`src/rtl/gpio_input_conditioner.sv`:
```
`default_nettype none
// ============================================================================
// Module   : gpio_input_conditioner
// Purpose  : Per-bit conditioning of raw GPIO pad readback. Each bit is
//            synchronised into Clk, debounced, edge-detected, and feeds a
//            sticky interrupt status register with per-bit mask and
//            write-1-to-clear.
// Ports    : Clk, Reset_n  - clock, asynchronous active-low reset
//            Pins          - raw pad readback (asynchronous to Clk)
//            RiseEn/FallEn - per-bit edge enables for IrqStatus
//            IrqMask       - per-bit mask for Irq (1 = enabled)
//            IrqClear      - per-bit write-1-to-clear strobe
//            Level         - debounced, synchronised level
//            RisePulse     - one-cycle pulse on debounced 0->1
//            FallPulse     - one-cycle pulse on debounced 1->0
//            IrqStatus     - sticky interrupt status
//            Irq           - OR of (IrqStatus & IrqMask)
// Revision : 1.0 - initial release
// ============================================================================
module gpio_input_conditioner #(
    parameter int   WIDTH           = 8,
    parameter int   SYNC_STAGES     = 2,
    parameter int   DEBOUNCE_CYCLES = 4,
    parameter logic RESET_LEVEL     = 1'b0
) (
    input  logic             Clk,
    input  logic             Reset_n,
    input  logic [WIDTH-1:0] Pins,
    input  logic [WIDTH-1:0] RiseEn,
    input  logic [WIDTH-1:0] FallEn,
    input  logic [WIDTH-1:0] IrqMask,
    input  logic [WIDTH-1:0] IrqClear,
    output logic [WIDTH-1:0] Level,
    output logic [WIDTH-1:0] RisePulse,
    output logic [WIDTH-1:0] FallPulse,
    output logic [WIDTH-1:0] IrqStatus,
    output logic             Irq
);

    localparam int             CNT_W   = $clog2(DEBOUNCE_CYCLES) + 1;
    localparam logic [CNT_W-1:0] CNT_MAX = CNT_W'(DEBOUNCE_CYCLES - 1);

    for (genvar i = 0; i < WIDTH; i++) begin : g_bit
        logic [SYNC_STAGES-1:0] sync_q;
        logic                   synced;
        logic [CNT_W-1:0]       cnt;
        logic                   flip;

        assign synced = sync_q[SYNC_STAGES-1];
        // Level flips once the differing value has been seen on DEBOUNCE_CYCLES
        // consecutive edges; any return to Level restarts the count.
        assign flip   = (synced != Level[i]) && (cnt == CNT_MAX);

        always_ff @(posedge Clk or negedge Reset_n) begin
            if (!Reset_n) begin
                sync_q       <= {SYNC_STAGES{RESET_LEVEL}};
                cnt          <= '0;
                Level[i]     <= RESET_LEVEL;
                RisePulse[i] <= 1'b0;
                FallPulse[i] <= 1'b0;
                IrqStatus[i] <= 1'b0;
            end else begin
                sync_q <= {sync_q[SYNC_STAGES-2:0], Pins[i]};

                if (synced == Level[i] || flip) begin
                    cnt <= '0;
                end else begin
                    cnt <= cnt + 1'b1;
                end

                if (flip) begin
                    Level[i] <= synced;
                end

                RisePulse[i] <= flip & synced;
                FallPulse[i] <= flip & ~synced;

                // A new event takes priority over a simultaneous clear so
                // software never loses an edge it has not yet seen.
                if ((flip & synced & RiseEn[i]) | (flip & ~synced & FallEn[i])) begin
                    IrqStatus[i] <= 1'b1;
                end else if (IrqClear[i]) begin
                    IrqStatus[i] <= 1'b0;
                end
            end
        end
    end

    assign Irq = |(IrqStatus & IrqMask);

endmodule
`default_nettype wire

```
`config.mk`:
```
export PLATFORM = sky130hd
export DESIGN_NAME = gpio_input_conditioner
export DESIGN_NICKNAME = d
export VERILOG_FILES = /design/src/rtl/gpio_input_conditioner.sv
export SDC_FILE = /design/constraint.sdc
export NUM_CORES = 1
export LEC_CHECK = 0
export ABC_AREA = 1
export BUFFER_PORTS_ARGS = -buffer_cell sky130_fd_sc_hd__clkbuf_2
export CORE_MARGIN = 1.5
export CORE_UTILIZATION = 30
export CTS_CLUSTER_DIAMETER = 40
export CTS_CLUSTER_SIZE = 10
export DETAILED_ROUTE_END_ITERATION = 7
export PLACE_DENSITY = 0.55
export SLEW_MARGIN = 10
export SYNTH_ARGS = -nofsm -noshare
export SYNTH_HDL_FRONTEND = slang
export SYNTH_SLANG_ARGS = --single-unit
export TNS_END_PERCENT = 1
```
`constraint.sdc`:
```
create_clock -name Clk -period 3.5 [get_ports Clk]
set_clock_uncertainty 0.15 [all_clocks]
set_input_delay 0.175 -clock Clk [delete_from_list [all_inputs] [get_ports Clk]]
set_output_delay 0.175 -clock Clk [all_outputs]
set_load 0.005 [all_outputs]
```
* Word level (Yosys, flattened, before mapping)
Index checks and enable logic that the tools add are counted.
** Operators by class
- $add $sub $neg :: 8
- Multiply operators :: 0
- Div/mod/pow operators :: 0
- Magnitude comparators :: 0
- Equality and inequality tests :: 24
- Shifts and indexed selects :: 0
- Multiplexer cells :: 24
- Bitwise gates (word level) :: 49
- Reductions and logical operators :: 25
** Operators by type and width (count)
- 1-bit bitwise AND :: 32
- 3-bit by 1-bit adder with 3-bit output (second input constant) :: 8
- 3-bit by 2-bit equality test with 1-bit output (second input constant) :: 8
- 3-bit two-way mux :: 8
- 1-bit two-way mux :: 16
- 2-bit nonzero test :: 8
- 8-bit bitwise AND :: 1
- 1-bit equality test :: 8
- 1-bit logical AND :: 8
- 1-bit logical OR :: 8
- 1-bit != test :: 8
- 1-bit inverter :: 8
- 1-bit bitwise OR :: 8
- 8-bit OR reduction :: 1
** Storage, ports and cells
- Register bits after elaboration :: 72
- Bits in latches :: 0
- Memory bits (writable) :: 0
- Bits in read-only memories :: 0
- Input port bits :: 42
- Output and inout bits :: 33
- Memories kept :: 0

* Logic depth before layout (Yosys ltp)
- Depth in word-level cells :: 6
- Gate-level depth with buffers :: 5
- Mapped depth without buffers :: 5

* Least setup slack after synthesis
No wires, ideal clock.
- Kind :: reg2reg
- Start :: reg g_bit[2].cnt[0]
- End :: reg g_bit[2].cnt[0]
- Library setup time :: 0.071 ns
- Data arrival time :: 1.004 ns
- Data required time :: 3.279 ns
- Slack :: 2.274 ns
- Cell stages (with the launch flop) :: 6
- Period minus slack after synthesis :: 1.226 ns
- Cells stage by stage :: dfrtp_1 > ha_1 > ha_1 > inv_2 > nand3_2 > nor2_1
** On the way
- Longest elaborated chain between the ends :: 4
** RTL lines
- from (decl) :: line 46 : logic [CNT_W-1:0] cnt;
- from (signal assigned) :: line 68 : cnt <= cnt + 1'b1;
- parallel branches: the longest is 3 deep, another holds 3-bit by 1-bit adder with 3-bit output
- 3-bit two-way mux (*) :: line 65 : if (synced == Level[i] || flip) begin
Mark *: on every way between the ends.
A chain may end at the register's enable or synchronous reset.

* Worst setup path in the final report
- Start :: reg g_bit[0].cnt[0]
- End :: reg IrqStatus[0]
** On the way
- Longest elaborated chain between the ends :: 6
** RTL lines
- from (decl) :: line 46
- from (signal assigned) :: line 68
- 3-bit by 2-bit equality test with 1-bit output (*) :: line 52 : assign flip = (synced != Level[i]) && (cnt == CNT_MAX);
- 1-bit logical AND (*) :: line 52
- 1-bit bitwise AND (2 in series) :: line 80 : if ((flip & synced & RiseEn[i]) | (flip & ~synced & FallEn[i])) begin
- 1-bit bitwise OR (*) :: line 80
- 1-bit two-way mux / 2-bit nonzero test (equally long branches)
- to (signal, indexed assignment) :: line 61 : IrqStatus[i] <= 1'b0;
- to (signal, indexed assignment) :: line 81 : IrqStatus[i] <= 1'b1;
- to (signal, indexed assignment) :: line 83 : IrqStatus[i] <= 1'b0;
- to (decl) :: line 36 : output logic [WIDTH-1:0] IrqStatus,
Mark *: on every way between the ends. The rest lies on a longest branch, timed or not.

==> key figures <==
Status
  • Run status: finished, final reports clean

Cells and area
  • Area of the multi-input gates: 820 sq um
  • Share of cells above drive strength 1: 31.7%
  • Total Nets Final: 432
  • P&R area growth vs syn: 35.0%
  • Fill count: 894
  • Register Area: 1800 sq um
  • Post-layout util: 41.3%
  • N_diodes: 0

GRT
  • First-pass GRT wire length: 8900 microns
  • Grt ovf: 0
  • Initial antenna violation count: 0
  • Gr usage total: 11.6%
  • Largest net degree at the start of global routing: 73
  • Vias in the first global route: 2,006

Critical path
  • CP required: 3.57 ns
  • Critical-path cell list: ha_1, ha_1, nand4_1, nand3_1, dlygate4sd3_1
  • Worst setup path start: g_bit[0].cnt[0]
  • FF-to-FF End: IrqStatus[0]
  • Startpoint Class: flip-flop
  • Worst path most repeated cell: ha_1
  • Largest stage delay on the critical path: 0.55 ns
  • Crit path capture: IrqStatus[0]
  • CP Depth: 5
  • Worst EP arrival: 1.94 ns
  • CP Max Fanout: 5
  • Family with the most delay on the worst path: buffers and inverters
  • Crit Reg-Reg Startpoint: g_bit[0].cnt[0]
  • Critical path class: flip-flop to flip-flop
  • Number of buffer and inverter stages on the critical path: 1
  • R2R setup slack: 1.63 ns
  • CP endpoint kind: flip-flop
  • Worst-case reg-to-reg path depth: 5
  • CP max-delay cell: dlygate4sd3_1

Clock network
  • Clock latency on the worst-skew pair: 0.34 ns
  • Clk buf depth: 2
  • Root Buffer: clkbuf_8
  • Hold Buf Count CTS: 25
  • Post-CTS Setup Bufs: 0
  • Reg clk slew, reported paths: 0.07 ns
  • TritonCTS buffer count: 9
  • CTS tree: done
  • H-tree lvl count: 3
  • Post-CTS sizing: 0
  • TritonCTS Sinks: 72

STA
  • Period utilization: 53.5%
  • Max-slew violations: 0
  • Aggregate negative setup slack: 0 ns
  • Min cycle time layout: 1.87 ns
  • Setup-failing EPs final: 0
  • Peak Freq: 534 MHz
  • RSZ-0062 raised after global routing: no
  • Fin. Hold Viols: 0
  • Max_slew headroom: 41.4%
  • Slew @ Worst Pin: 0.879 ns

Synth
  • Post-synth top area share: 64.3%
  • Synthesis warning total: 0
  • Cell area after synthesis: 2800 sq um
  • Net Count, Synth: 322
  • Post-synth cell types: 13
  • Synth Register Bits: 72
  • Yosys top cell by area: dfrtp_1
  • Syn Inst Count: 264
  • Largest cells by area after synthesis: dfrtp_1, ha_1, nand2_1
  • Sequential fraction of the synthesis area: 64.3%
  • Mean Syn Cell Area: 10.6 sq um

Floorplanning
  • Chip height: 99.6 microns
  • Starting density of the core: 30.6%
  • Core area: 9150 sq um
  • I/O pin count: 75
  • Die Span X: 99.6 microns
  • Row Count: 35
  • Die area: 9930 sq um

Drt
  • Drc violations: 0
  • Via count: 2,099
  • Initial DRC count: 53
  • Vias/cell: 4.28
  • DRT Pass-1 Iters: 4
  • Post-route ant nets: 0
  • WL/cell: 10.4 microns
  • Drt total wl: 5100 microns

Power
  • Power density cells: 636 nW/um^2
  • P_leak: 2.05 nW
  • Peak supply drop: 0.000270 V

Worst hold path
  • Worst Hold Class: flip-flop to flip-flop
  • Worst hold path depth: 0

Place
  • Hpwl dp: 3580 microns
  • Port buffer count: 74
  • Placer congestion estimate: 0.755

Job
  • Max-cap violations: 0
where the power goes:
part	internal, mW	total, mW	switching (mW)
registers	1.01	1.13	0.115
clock network	0.407	0.703	0.296
logic	0.254	0.577	0.323
total	1.67	2.41	0.734
final cells by class:
cell class / count / area share, %
flip-flops and latches: 72 / 47.7
clock buffers: 14 / 4.83
well taps: 111 / 3.67
inverters: 48 / 4.77
multi-input cells: 144 / 21.7
repair buffers: 99 / 16.5
clock inverters: 2 / 0.927
kinds of logic after synthesis:
family | Yosys count | synth area share, %
simple gates | 120 | 20.7
compound gates | 8 | 1.43
fa+ha+maj | 16 | 7.15
buf+inv | 48 | 6.43
flops | 72 | 64.3
how the worst min path moves through the flow:
stage / start / endpoint / slack [ns]
2_1_floorplan: Reset_n / FallPulse[0] / -0.27
3_3_place_gp: Pins[5] / g_bit[5].sync_q[0] / 0.14
3_5_place_dp: Pins[5] / g_bit[5].sync_q[0] / 0.14
4_1_cts: g_bit[4].sync_q[0] / g_bit[4].sync_q[1] / 0.20
5_1_grt: g_bit[4].sync_q[0] / g_bit[4].sync_q[1] / 0.20
6_report: g_bit[4].sync_q[0] / g_bit[4].sync_q[1] / 0.20
state kept, by name, indices dropped and copies added, names as in the netlist:
register and count:
g_bit.cnt 24, g_bit.sync_q 16, FallPulse 8, IrqStatus 8
Level 8, RisePulse 8
routing by layer:
metal,GRT usage (%),routed length (microns),vias up
li1,-,-,1062
met1,13.7,2320,976
met2,18.5,2430,49
met3,3.87,238,12
met4,6.93,119,0
met5,0,0,-
cells in the final DEF, fill, tap and decap left out, types with 8 or more instances in the layout:
cell type | synthesis | routed
inv_1 | 31 | 31
dfrtp_1 | 72 | 72
dlygate4sd3_1 | 0 | 25
clkbuf_2 | 0 | 73
nor2_1 | 28 | 28
inv_2 | 17 | 17
nand2_1 | 40 | 40
nand4_1 | 16 | 16
ha_1 | 16 | 16
nor3_1 | 14 | 14
nand3_1 | 8 | 8
clkbuf_8 | 0 | 13
cell usage after synthesis:
master   instances
nand2_2          7
inv_2           17
nor2_1          28
o21ai_0          1
nand3_2          7
nand4_1         16
nand2_1         40
o21ai_1          7
nand3_1          8
nor3_1          14
dfrtp_1         72
inv_1           31
ha_1            16
stage by stage:
step | cells | hold slack [ns] | total power, mW | area (sq um) | setup WS (ns)
detailed placement | 449 | 0.136 | 1.70 | 3310 | 2.15
finish | 490 | 0.196 | 2.41 | 3780 | 1.63
global route | 490 | 0.199 | 2.62 | 3780 | 1.52
global placement | 449 | 0.136 | 1.67 | 3310 | 2.19
CTS | 490 | 0.198 | 2.45 | 3780 | 1.63
floorplan | 264 | -0.271 | 1.49 | 2800 | 2.27
No activity file was read; power rests on OpenSTA's default activity.
